## src/rtl/binbcd_pkg.sv

```systemverilog
// Shared constants for the sequential binary-to-BCD converter:
// state encodings, add-3 correction constants and the digit-count helper.
package binbcd_pkg;

    localparam logic [1:0] IDLE   = 2'd0;
    localparam logic [1:0] ADJUST = 2'd1;
    localparam logic [1:0] SHIFT  = 2'd2;
    localparam logic [1:0] DONE   = 2'd3;

    localparam logic [3:0] ADD3_THRESH = 4'd5;
    localparam logic [3:0] ADD3_VAL    = 4'd3;

    // Smallest number of decimal digits able to hold 2^bits - 1.
    function automatic int unsigned min_digits(input int unsigned bits);
        longint unsigned one;
        longint unsigned maxval;
        longint unsigned pw;
        int unsigned     d;
        one    = 64'd1;
        maxval = (one << bits) - one;
        pw     = 64'd10;
        d      = 1;
        for (int unsigned i = 0; i < 20; i++) begin
            if (pw <= maxval) begin
                pw = pw * 64'd10;
                d  = d + 1;
            end
        end
        return d;
    endfunction

endpackage

```

## src/rtl/binbcd_seq_ctrl_add3.sv

```systemverilog
// One BCD digit of the shift-and-add-3 correction: digits of 5 or more
// get 3 added so the following left shift carries into the next digit.
module add3_digit
    import binbcd_pkg::*;
(
    input  logic [3:0] din,
    output logic [3:0] dout
);

    // Conditional +3 correction of a single digit.
    always_comb begin
        dout = din;
        if (din >= ADD3_THRESH) begin
            dout = din + ADD3_VAL;
        end
    end

endmodule

```

## src/rtl/binbcd_seq_ctrl.sv

```systemverilog
// Multi-cycle binary-to-BCD converter: captures an operand on start, runs
// one ADJUST/SHIFT pair per operand bit, then strobes done with a
// registered packed BCD result that holds until the next completion.
module binbcd_seq_ctrl
    import binbcd_pkg::*;
#(
    parameter int unsigned BITS   = 8,
    parameter int unsigned DIGITS = 3
) (
    input  logic                  clock,
    input  logic                  reset,
    input  logic                  start,
    input  logic [BITS-1:0]       bindata,
    output logic                  busy,
    output logic                  done,
    output logic [4*DIGITS-1:0]   bcd
);

    localparam int unsigned W  = 4 * DIGITS;
    localparam int unsigned CW = (BITS > 1) ? $clog2(BITS) : 1;

    if (DIGITS < min_digits(BITS)) begin : g_digits_too_few
        $error("binbcd_seq_ctrl: DIGITS too small for BITS");
    end

    logic [1:0]      state;
    logic [BITS-1:0] bin_sr;
    logic [W-1:0]    work;
    logic [W-1:0]    work_adj;
    logic [W-1:0]    work_shl;
    logic [CW-1:0]   cnt;

    for (genvar g = 0; g < DIGITS; g++) begin : g_adj
        add3_digit u_add3 (
            .din  (work[4*g +: 4]),
            .dout (work_adj[4*g +: 4])
        );
    end

    // Work register after shifting in the next operand bit.
    always_comb begin
        work_shl = {work[W-2:0], bin_sr[BITS-1]};
    end

    // Controller FSM, bit counter and {work, bin_sr} shift register.
    always_ff @(posedge clock) begin
        if (reset) begin
            state  <= IDLE;
            bin_sr <= '0;
            work   <= '0;
            cnt    <= '0;
            bcd    <= '0;
        end else begin
            case (state)
                IDLE: begin
                    if (start) begin
                        bin_sr <= bindata;
                        work   <= '0;
                        cnt    <= '0;
                        state  <= ADJUST;
                    end
                end
                ADJUST: begin
                    work  <= work_adj;
                    state <= SHIFT;
                end
                SHIFT: begin
                    work   <= work_shl;
                    bin_sr <= bin_sr << 1;
                    if (cnt == CW'(BITS - 1)) begin
                        bcd   <= work_shl;
                        state <= DONE;
                    end else begin
                        cnt   <= cnt + CW'(1);
                        state <= ADJUST;
                    end
                end
                DONE: begin
                    state <= IDLE;
                end
                default: begin
                    state <= IDLE;
                end
            endcase
        end
    end

    // Status outputs decoded straight from the state register.
    always_comb begin
        busy = (state == ADJUST) || (state == SHIFT);
        done = (state == DONE);
    end

endmodule

```

## config.mk

```make
export PLATFORM = sky130hd
export DESIGN_NAME = binbcd_seq_ctrl
export DESIGN_NICKNAME = d
export VERILOG_FILES = /design/src/rtl/binbcd_pkg.sv /design/src/rtl/binbcd_seq_ctrl_add3.sv /design/src/rtl/binbcd_seq_ctrl.sv
export SDC_FILE = /design/constraint.sdc
export NUM_CORES = 1
export LEC_CHECK = 0
export ABC_AREA = 1
export ABC_CLOCK_PERIOD_IN_PS = 1560
export CORE_MARGIN = 2
export CORE_UTILIZATION = 55
export CTS_CLUSTER_DIAMETER = 150
export DETAILED_ROUTE_END_ITERATION = 10
export PLACE_DENSITY = 0.79
export SLEW_MARGIN = 40
export SYNTH_ARGS = -nofsm -noshare
export SYNTH_HDL_FRONTEND = slang
export SYNTH_HIERARCHICAL = 1
export SYNTH_SLANG_ARGS = --single-unit
```

## constraint.sdc

```tcl
create_clock -name clock -period 1.56 [get_ports clock]
set_input_delay 0.156 -clock clock [delete_from_list [all_inputs] [get_ports clock]]
set_output_delay 0.156 -clock clock [all_outputs]
set_load 0.05 [all_outputs]
```

==> qor.txt <==
GRT overflow -> 0
Post-synthesis average cell area -> 6.69 um^2
Detail Route Antenna Nets -> 0
Rel. slew slack -> 65.3%
Total track usage -> 23.4%
Die width -> 66.3 um
Final hold viol count -> 0
Worst r2r src -> state[0]
Starting Density -> 57.8%
Metal2 WL -> 2.10 mm
Post-synthesis sequential area ratio -> 34.7%
WL final -> 4.56 mm
Netlist cell types -> 22
Initial antenna violation count -> 0
Sw power -> 0.000725 W
Vias per cell -> 5.05
Cell Pwr Density -> 936 nW/um^2
Flop pwr share -> 41.8%
Max Used Layer -> met4
Top cells by area, synth -> dfxtp_1 (35%), nand2_1 (18%), nor2_1 (8.3%)
Register area -> 747 um^2
Crit. Startpoint -> state[0]
Final setup viols -> 0
I/O Buffers -> 24
# H-tree levels -> 2
Post-Syn Nets -> 343
CTS tree -> yes
WP data arrival -> 1.63 ns
Top_reg_cell synth -> dfxtp_1
Die height -> 66.3 um
Cell with the most instances after synthesis -> nand2_1
Clock Skews -> 0.00574 ns
Dpl hpwl -> 3.24 mm
Clock root buffer -> clkbuf_8
CTS Buf Count -> 5
Syn Inst Count -> 319
Critical path's top delay family -> buffers and inverters
Crit-path max FO -> 13
Pleak -> 1.15 nW
Nets -> 376
Hold buffers post-CTS -> 0
Tcrit/Tclk final -> 91.9%
Post-synth EDFFs -> 0
# Post-CTS Setup Buffers -> 0
DRT met1 WL -> 2.19 mm
CP Buf/Inv Count -> 3
Clock Latency Late Sink -> 0.29 ns
Share of layout cells above drive strength 1 -> 19.6%
Vias in the first global route -> 1,900
Antenna fix cells -> 0
Final-layout fill cell count -> 331
Slew @ Worst Pin -> 0.520 ns
Mapped Area -> 2130 um^2
Hold crit path type -> in2reg
Setup TNS -> 0 ns
Ys Warns -> 6
First-pass GRT wire length -> 8.02 mm
IR drop worst, VDD -> 615 uV
Internal Power -> 0.00172 W
Hold path start -> bindata[0]
Status -> finished, final reports clean
F_max -> 698 MHz
Largest net degree at the start of global routing -> 21
DR WL met3 -> 194 um
Area of the multi-input gates -> 1230 um^2
#FFs+latches synth -> 37
# DRC -> 0
RSZ-0062 raised after global routing -> false
Combinational power share -> 25.1%
Worst-path clk slew -> 0.07 ns
Max Buffers Root-to-Sink -> 2
Post-layout minimum cycle time -> 1.43 ns
Std-Cell Core Area -> 3690 um^2
Clock group share of total power -> 33.1%
Req. time, crit path -> 1.75 ns
I/O pin count -> 25
Final WS setup -> 0.127 ns
Crit. End Element -> register
Post-synth top cells -> nand2_1 (104), nor2_1 (47), dfxtp_1 (37)
GP Congestion -> 0.854
Critical-path top delay cell -> dfxtp_1
Pre-CTS setup slack -> 0.0669 ns
CP startpoint kind -> register
Worst path cell trace -> inv_1 > ha_2 > inv_1 > buf_4 > nand2_1 > nand2_1 > o21ai_0 > nor2_1
Final Max Slew Viols -> 0
Via Count -> 2,020
Post-synth top area share -> 34.7%
Crit path largest cell delay -> 0.32 ns
Max-Cap Viols -> 0
Setup CP Type -> reg2reg
DRT iter0 DRCs -> 136
Clk sinks -> 37
Full die area -> 4390 um^2
Yosys top cell by area -> dfxtp_1
Post-CTS Resized -> 0
Ys async rst share -> 0%
Wire per inst -> 11.4 um
Post-route total power -> 0.00244 W
Sw frac -> 29.7%
FP Rows -> 22
First-pass DRT Iterations -> 4
Area Overhead vs Synth -> 22.3%
==> logic make-up (layout without fill, tap and decap cells) <==
family,after synthesis,after routing,synth area share (%)
DFF,37,37,34.7
buffers and inverters,41,74,8.86
and+or+nand+nor,176,176,34.9
adders and majority gates,13,13,7.62
AOI/OAI and AO/OA,52,52,13.9
==> routing by layer <==
metal / vias up / track usage (%)
li1: 1059 / -
met1: 917 / 29.6
met2: 36 / 39.1
met3: 8 / 4.26
met4: 0 / 9.18
met5: - / 0
==> sequential cells by signal (all words and copies together) (netlist names) <==
name    cells
bin_sr      8
bcd        12
cnt         3
state       2
work       12
==> power groups by stage <==
stage,registers (W),logic [W],clock network (W)
final,0.00102,0.000612,0.000810
after global routing,0.00102,0.000678,0.000866
after CTS,0.00102,0.000610,0.000816
after detailed placement,0.00104,0.000605,0
after global placement,0.00104,0.000602,0
after floorplan,0.00104,0.000421,0
==> cells in the final DEF (no fill, tap or decap) <==
| cell | instances |
|---|---|
| nand4_1 | 3 |
| dfxtp_1 | 34 |
| nor2_4 | 6 |
| buf_12 | 4 |
| nand3_1 | 6 |
| inv_2 | 3 |
| nor2_1 | 47 |
| buf_4 | 25 |
| dfxtp_4 | 1 |
| o21ai_2 | 4 |
| ha_4 | 1 |
| a211oi_1 | 1 |
| clkbuf_8 | 5 |
| dfxtp_2 | 2 |
| nor3_1 | 1 |
| nand2_4 | 1 |
| clkinv_2 | 1 |
| nor2_2 | 2 |
| nand2_1 | 104 |
| nand2_2 | 6 |
| a21oi_1 | 16 |
| bufinv_16 | 1 |
| ha_1 | 10 |
| ha_2 | 2 |
| clkdlybuf4s50_1 | 10 |
| inv_1 | 25 |
| a21oi_2 | 5 |
| o21ai_0 | 26 |
==> final timing paths <==
path	cells after the start	slack (ns)	to
worst min register to register	2	0.47	bin_sr[0]
worst max register to register	8	0.13	bin_sr[1]
worst max-delay path	8	0.13	bin_sr[1]
worst min-delay path	3	0.46	bin_sr[0]
==> per-stage QoR <==
| step | instances | hold slack (ns) | instance area, um^2 | utilization, % |
|---|---|---|---|---|
| after detailed placement | 393 | 0.465 | 2490 | 67.5 |
| after CTS | 400 | 0.461 | 2590 | 70.3 |
| final | 400 | 0.457 | 2610 | 70.8 |
| after global placement | 393 | 0.458 | 2490 | 67.5 |
| after global routing | 400 | 0.504 | 2610 | 70.8 |
| after floorplan | 319 | 0.328 | 2150 | - |
==> worst min-delay path, delay by kind of cell <==
| family | cells | cell delay, ns |
|---|---|---|
| buffers and inverters | 1 | 0.40 |
| AND/OR/NAND/NOR | 1 | 0.09 |
| AO/OA/AOI/OAI | 1 | 0.06 |
==> layout make-up <==
class / count / share of cell area, %
Multi-Input combinational cell: 241 / 47.0
Sequential cell: 37 / 28.6
Timing Repair Buffer: 39 / 14.1
Inverter: 28 / 4.03
Clock buffer: 5 / 2.64
Tap cell: 48 / 2.30
Clock inverter: 2 / 1.34
No activity file was read; power rests on OpenSTA's default activity.
